===== src/rtl/alu4_result_fifo_pkg.sv =====
// alu4_result_fifo_pkg: opcodes, flag indices, entry layout and occupancy states shared with alu4
package alu4_result_fifo_pkg;
  localparam logic [2:0] OP_NOTA = 3'b000;
  localparam logic [2:0] OP_NOTB = 3'b001;
  localparam logic [2:0] OP_AND  = 3'b010;
  localparam logic [2:0] OP_OR   = 3'b011;
  localparam logic [2:0] OP_XOR  = 3'b100;
  localparam logic [2:0] OP_XNOR = 3'b101;
  localparam logic [2:0] OP_ADD  = 3'b110;
  localparam logic [2:0] OP_SUB  = 3'b111;
  localparam int FLAG_C = 3;
  localparam int FLAG_N = 2;
  localparam int FLAG_Z = 1;
  localparam int FLAG_V = 0;
  localparam int ENTRY_W = 11;
  typedef enum logic [1:0] {
    EMPTY   = 2'b00,
    PARTIAL = 2'b01,
    FULL    = 2'b10
  } occ_t;
  function automatic logic [ENTRY_W-1:0] pack_entry(input logic [2:0] op, input logic [3:0] res,
                                                    input logic c, input logic n, input logic z,
                                                    input logic v);
    logic [3:0] f;
    f = '0;
    f[FLAG_C] = c;
    f[FLAG_N] = n;
    f[FLAG_Z] = z;
    f[FLAG_V] = v;
    return {op, res, f};
  endfunction
endpackage


===== src/rtl/alu4_fifo_mem.sv =====
// alu4_fifo_mem: unreset register array, synchronous write, asynchronous read
module alu4_fifo_mem #(
  parameter int DEPTH = 4,
  parameter int AW = 2,
  parameter int W = 11
) (
  input  logic         clk,
  input  logic         we,
  input  logic [AW-1:0] waddr,
  input  logic [W-1:0]  wdata,
  input  logic [AW-1:0] raddr,
  output logic [W-1:0]  rdata
);
  logic [W-1:0] mem [DEPTH];
  always_ff @(posedge clk)
    if (we) mem[waddr] <= wdata;
  assign rdata = mem[raddr];
endmodule


===== src/rtl/alu4_result_fifo.sv =====
// alu4_result_fifo: show-ahead result FIFO for alu4 with sticky overflow and drop counter
module alu4_result_fifo
  import alu4_result_fifo_pkg::*;
#(
  parameter int DEPTH = 4,
  parameter int AW = 2
) (
  input  logic          clk,
  input  logic          reset_n,
  input  logic          in_valid,
  output logic          in_ready,
  input  logic [2:0]    in_op,
  input  logic [3:0]    in_result,
  input  logic          in_c,
  input  logic          in_n,
  input  logic          in_z,
  input  logic          in_v,
  output logic          out_valid,
  input  logic          out_ready,
  output logic [2:0]    out_op,
  output logic [3:0]    out_result,
  output logic [3:0]    out_flags,
  output logic [AW:0]   count,
  output logic          full,
  output logic          empty,
  output logic          sticky_v,
  input  logic          sticky_clr,
  output logic [3:0]    drop_cnt,
  input  logic          drop_clr
);
  localparam int CW = AW + 1;
  occ_t state, state_nxt;
  logic [AW-1:0] wr_ptr, rd_ptr;
  logic push, pop, drop_inc, sticky_set;
  logic [ENTRY_W-1:0] rdata;
  assign full      = state == FULL;
  assign empty     = state == EMPTY;
  assign in_ready  = !full;
  assign out_valid = !empty;
  assign push      = in_valid & in_ready;
  assign pop       = out_valid & out_ready;
  assign drop_inc  = in_valid & full;
  assign sticky_set = push & in_v & (in_op == OP_ADD || in_op == OP_SUB);
  assign {out_op, out_result, out_flags} = rdata;
  always_comb
    state_nxt = (state == EMPTY) ? (push ? PARTIAL : EMPTY)
              : (state == FULL)  ? (pop ? PARTIAL : FULL)
              : (push && !pop && count == CW'(DEPTH - 1)) ? FULL
              : (pop && !push && count == CW'(1)) ? EMPTY : PARTIAL;
  always_ff @(posedge clk) begin
    if (!reset_n) begin
      state    <= EMPTY;
      wr_ptr   <= '0;
      rd_ptr   <= '0;
      count    <= '0;
      sticky_v <= 1'b0;
      drop_cnt <= '0;
    end else begin
      state    <= state_nxt;
      wr_ptr   <= wr_ptr + AW'(push);
      rd_ptr   <= rd_ptr + AW'(pop);
      count    <= count + CW'(push) - CW'(pop);
      sticky_v <= sticky_set | (sticky_v & ~sticky_clr);
      // a clear in the same cycle as a refused push leaves exactly one drop counted
      drop_cnt <= drop_clr ? {3'b000, drop_inc} : drop_cnt + {3'b000, drop_inc & ~&drop_cnt};
    end
  end
  alu4_fifo_mem #(.DEPTH(DEPTH), .AW(AW), .W(ENTRY_W)) u_mem (
    .clk   (clk),
    .we    (push & reset_n),
    .waddr (wr_ptr),
    .wdata (pack_entry(in_op, in_result, in_c, in_n, in_z, in_v)),
    .raddr (rd_ptr),
    .rdata (rdata)
  );
endmodule


===== config.mk =====
export PLATFORM = sky130hd
export DESIGN_NAME = alu4_result_fifo
export DESIGN_NICKNAME = d
export VERILOG_FILES = /design/src/rtl/alu4_result_fifo_pkg.sv /design/src/rtl/alu4_fifo_mem.sv /design/src/rtl/alu4_result_fifo.sv
export SDC_FILE = /design/constraint.sdc
export NUM_CORES = 1
export LEC_CHECK = 0
export ABC_AREA = 1
export CORE_ASPECT_RATIO = 1.75
export CORE_UTILIZATION = 45
export DETAILED_ROUTE_END_ITERATION = 8
export GPL_TIMING_DRIVEN = 0
export PLACE_DENSITY = 0.74
export SYNTH_ARGS = -nofsm -noshare
export SYNTH_HDL_FRONTEND = slang
export SYNTH_SLANG_ARGS = --single-unit

===== constraint.sdc =====
create_clock -name clk -period 2.3 [get_ports clk]
set_clock_uncertainty 0.05 [all_clocks]
set_input_delay 0.69 -clock clk [delete_from_list [all_inputs] [get_ports clk]]
set_output_delay 0.69 -clock clk [all_outputs]
set_load 0.01 [all_outputs]

* Word level (Yosys, flattened, before mapping)
Memories as Yosys holds them, arrays and structs flattened. A register that Yosys moved wholly into a read port is not among the register bits.
Index checks and enable logic that the tools add are counted.
** Storage, ports and cells
- Register bits :: 14
- Bits in writable memories :: 44
- Bits of input ports :: 17
- Output and inout port bits :: 23
- Word-level logic and storage cells :: 52
- Memories kept :: 1
** Memories
- u_mem.mem :: words 4, width 11, read ports 1, clocked after Yosys merged registers in 1, write ports 1, RTL line alu4_fifo_mem.sv:14 : logic [W-1:0] mem [DEPTH];
** Operators by class
- Add/subtract/negate cells :: 5
- Equal/unequal tests :: 5
- Multiplexer cells :: 10
- Bitwise operators :: 11
- Reductions and logical operators :: 13
** Operators with widths (count)
- 2-bit 2-to-1 mux :: 5
- 1-bit bitwise AND :: 8
- 3-bit == test, second input constant :: 2
- 1-bit logical NOT :: 5
- 1-bit 2-to-1 mux :: 5
- 2-bit by 1-bit adder with 2-bit output :: 2
- 4-bit by 1-bit adder with 4-bit output :: 1
- 1-bit logical AND :: 4
- 4-bit AND reduction :: 1
- 3-bit by 1-bit adder with 3-bit output :: 1
- 3-bit by 1-bit == test with 1-bit output, second input constant :: 1
- 3-bit by 2-bit == test with 1-bit output, second input constant :: 1
- 3-bit by 1-bit subtractor with 3-bit output :: 1
- 2-bit == test, second input constant :: 1
- 2-bit logical NOT :: 1
- 1-bit NOT :: 2
- 2-bit OR reduction :: 1
- 1-bit logical OR :: 1
- 1-bit OR :: 1

* Depth between registers and ports, before layout
- Depth after elaboration :: 10
- Mapped depth :: 9
- Gate-level depth less buffers :: 9

* Modules after synthesis
A second synthesis with hierarchy kept.
** Second synthesis, totals
- Cell total of the unflattened synthesis :: 262
- Area, all modules :: 2570.0 sq um
** By module, submodules not included
- alu4_fifo_mem :: instances 1, cells each 180, area an instance 1888.1 sq um, seq. area each 1321.3 sq um
- alu4_result_fifo :: instances 1, cells each 82, area an instance 681.9 sq um, seq. area each 280.3 sq um

* Worst setup path before layout
Ideal clock, no wire load.
- Path type :: input-to-reg
- Start point :: in in_valid
- End point :: mem u_mem.mem[3][0], enable pin
- Library setup time :: 0.393 ns
- Arrival time :: 1.823 ns
- Required time :: 1.857 ns
- Slack :: 0.034 ns
- Stages :: 3
- Buffers on the path :: 0
- Path through :: a21boi_4 -> nand2_1 -> nor3_1
** On the way
- Word-level cells in the longest chain between the ends :: 4
** Ends and longest elaborated chain
- from (decl) :: RTL line alu4_result_fifo.sv:10 : input logic in_valid,
- 1-bit bitwise AND :: RTL line alu4_result_fifo.sv:40 : assign push = in_valid & in_ready;
- 1-bit bitwise AND :: RTL line alu4_result_fifo.sv:70 : .we (push & reset_n),
- 1-bit 2-to-1 mux :: RTL line alu4_fifo_mem.sv:16 : if (we) mem[waddr] <= wdata;
- 1-bit 2-to-1 mux (not written as such) :: RTL line alu4_fifo_mem.sv:16
- to (decl) :: RTL line alu4_fifo_mem.sv:14
No other way between the ends.

==> summary.txt <==
GRT
  • Antenna violations before repair: 0
  • Total track usage: 18.4%
  • Grt ovf: 0
  • Largest net degree at the start of global routing: 12
  • GRT Max-Usage Layer: met2
  • GR Util met1: 19.3%
  • Global-route wire length before repair: 7210 microns
  • M2 GR Usage: a little under a third
  • Met3 usage in global routing: 5.75%
  • Vias in the first global route: 1591

Pwr
  • Maximum VDD drop: 0.564 mV
  • Clock power frac: roughly a third
  • PwrDens: 725 nW/um^2
  • Switching share of power: 24.0%
  • Flop pwr share: 53.9%
  • Internal: between 1500 and 2000 uW
  • Psw: 531 uW
  • Combinational share of power: between 10% and 20%
  • Leak: 0.00113 uW

Floorplan
  • Die Ht: 97.0 microns
  • Initial Util: 46.6%
  • Core area: 4980 sq um
  • Io pins: 40
  • Die area: 5460 sq um
  • Num rows: 34
  • Die X: 56.3 microns

Yosys
  • Netlist Area Pre-Place: 2320 sq um
  • Synth Instances: 197
  • Seq cells post-synth: 58
  • Yosys synthesis warning count: 0
  • Register area share after synthesis: 69.0%
  • Distinct cell type count after synthesis: 26
  • Avg Inst Size Synth: 11.8 sq um
  • Mapped Nets: 218

Clock network
  • CTS root buf: clkbuf_8
  • # clock sinks: 58
  • CTS Buffer Depth: 2
  • H-tree Lvls: 3
  • CTS tree: yes
  • Clk_lat worst skew: 330 ps
  • CTS Buf Count: 9
  • Worst-path clk slew: 60 ps
  • Post-CTS Hold Buffers: 0

Timing
  • Worst slew pin tran: 371 ps
  • Setup tns final: 0 ps
  • Final setup vio count: 0
  • Fin. Hold Viols: 0
  • Max_slew headroom: 75.2%
  • Final worst path period need: about 2200 ps
  • Final period util: 96.5%
  • RSZ-0062 raised after global routing: true
  • Fmax: ~450 MHz
  • Fin. max-slew vios: 0

Worst setup path
  • Worst Path Class, Setup: flip-flop to output port
  • Crit path arrival time: between 1000 and 1500 ps
  • Worst R2R End: count[2]
  • Critical Path Source Type: flip-flop
  • Crit Path Max Fanout: 10
  • FF-to-FF path depth: 8
  • CP Capture Type: output port
  • Worst Path Required: 1560 ps
  • Worst reg-to-reg setup slack: approximately 540 ps
  • Launch point of the worst reg-to-reg path: state[1]

Drt
  • Vias per Instance: between 5 and 6
  • DR DRC count: 0
  • First drt pass iteration count: 4
  • Via count: ~1600
  • Wire per inst: approximately 15 microns
  • Routed WL: 4550 microns
  • Starting DRT DRC Count: 53
  • Post-route ant nets: 0

Final layout
  • Post-Layout Inst Area: 3050 sq um
  • Fin nets: 273
  • Share of cells above drive strength 1: approximately 18%
  • Layout area overhead: 31.3%
  • Antenna fix cells: 0
  • Fill cells: just over 400

Job
  • Max-cap violations: 0

Outcome
  • Status: complete, no violations

Placement
  • IO buf count: 38
  • Cell Area, Placed: between 2000 and 3000 sq um
  • Global placement routability congestion: 0.801
  • Final HPWL DP: 3010 microns

Min path
  • Hold Crit Class: flip-flop to flip-flop
  • Hold wc startpoint: drop_cnt[3]
  • Worst hold stages: 2
  • Hold EP: drop_cnt[3]
-- sequential cells by signal, indices dropped and copies added (netlist names) --
| signal | count |
|---|---|
| u_mem.mem | 44 |
| drop_cnt | 4 |
| rd_ptr | 2 |
| state | 2 |
| count | 3 |
| wr_ptr | 2 |
| sticky_v | 1 |
-- cells in the final DEF (no fill, tap or decap), types with 7 or more instances in the layout --
cell,netlist,layout
edfxtp_1,44,44
clkdlybuf4s50_1,0,26
nor2_1,30,29
dfxtp_1,14,12
o21ai_0,7,7
o22ai_1,11,11
nand2_1,21,19
inv_1,7,7
clkbuf_8,0,11
o21ai_1,20,20
-- layout make-up --
type                    instances  area [sq um]  area share [%]
multi-input cells             119           686            22.5
clock buffers                  12           135            4.44
repair buffers                 44           418            13.7
clock inverters                 4          18.8           0.616
inverters                      13          48.8            1.60
well taps                      54          67.6            2.22
flip-flops and latches         58          1610            52.7
plain buffers                   7          66.3            2.18
-- cells in the mapped netlist --
master	count	share of area, %
nand3_1	2	0.43
nand3_2	1	0.43
dfxtp_1	14	12
nor2_1	30	4.9
nor3_1	3	0.65
a211oi_2	1	0.54
nor2_2	2	0.54
o21ai_0	7	1.5
nand2_1	21	3.4
clkinv_1	2	0.32
clkbuf_1	4	0.65
a41oi_1	2	0.76
a21oi_2	1	0.38
ha_1	3	1.6
inv_2	4	0.65
or2_1	2	0.54
nand2_2	2	0.54
o21ai_1	20	4.3
o22ai_1	11	3.0
buf_2	3	0.65
fa_1	1	0.86
inv_1	7	1.1
xnor2_1	3	1.1
a21oi_1	6	1.3
a21boi_4	1	0.81
edfxtp_1	44	57
-- logic make-up (layout without fill, tap and decap cells) --
kind of cell / count (synthesis) / after routing / synth area share (%)
DFF: 58 / 58 / 69.0
AOI/OAI and AO/OA: 49 / 49 / 12.6
xor gates and xnor gates: 3 / 3 / 1.13
adders and majority gates: 4 / 4 / 2.48
and+or+nand+nor: 63 / 63 / 11.4
buffers and inverters: 20 / 80 / 3.40
-- how the worst max path moves through the flow --
stage / end / from / cells past startpoint
floorplan: u_mem.mem[3][0] / in_valid / 3
global placement: u_mem.mem[0][1] / in_valid / 4
detailed placement: u_mem.mem[1][3] / in_valid / 4
CTS: full / state[0] / 4
global route: out_flags[1] / rd_ptr[0] / 5
finish: out_result[0] / rd_ptr[1] / 5
-- stage by stage --
| step | std cells | utilization (%) | total power (uW) | hold slack [ps] | worst slack [ps] |
|---|---|---|---|---|---|
| 2_1_floorplan | 197 | - | 1340 | 421 | 33.5 |
| 3_3_place_gp | 289 | 55.6 | 1470 | 436 | -1130 |
| 3_5_place_dp | 291 | 56.4 | 1480 | 437 | -611 |
| 4_1_cts | 307 | 60.4 | 2210 | 449 | 8.27 |
| 5_1_grt | 311 | 61.2 | 2290 | 466 | -0.187 |
| 6_report | 311 | 61.2 | 2210 | 446 | 81.6 |
-- power groups by stage --
stage | registers, uW | clock network, uW | logic, uW
2_1_floorplan | 1210 | 0 | 128
3_3_place_gp | 1210 | 0 | 263
3_5_place_dp | 1210 | 0 | 273
4_1_cts | 1190 | 748 | 271
5_1_grt | 1200 | 791 | 304
6_report | 1190 | 745 | 274
-- timing repair --
item                       in CTS  in global routing
gates resized for setup        31                 12
pin swaps                       0                  1
setup endpoints to repair      46                 31
setup buffers                   0                  4
-- critical path, cell delays in order (launching register included) --
cell,delay [ps]
dfxtp_1,360
clkinv_1,130
buf_4,200
o21ai_1,90
o22ai_1,80
dlygate4sd2_1,280
-- per-layer routing --
metal	vias up	routed length (microns)
met4	0	99
li1	812	-
met5	-	0
met1	774	1750
met2	37	2520
met3	10	177
(Power assumes the default switching activity.)
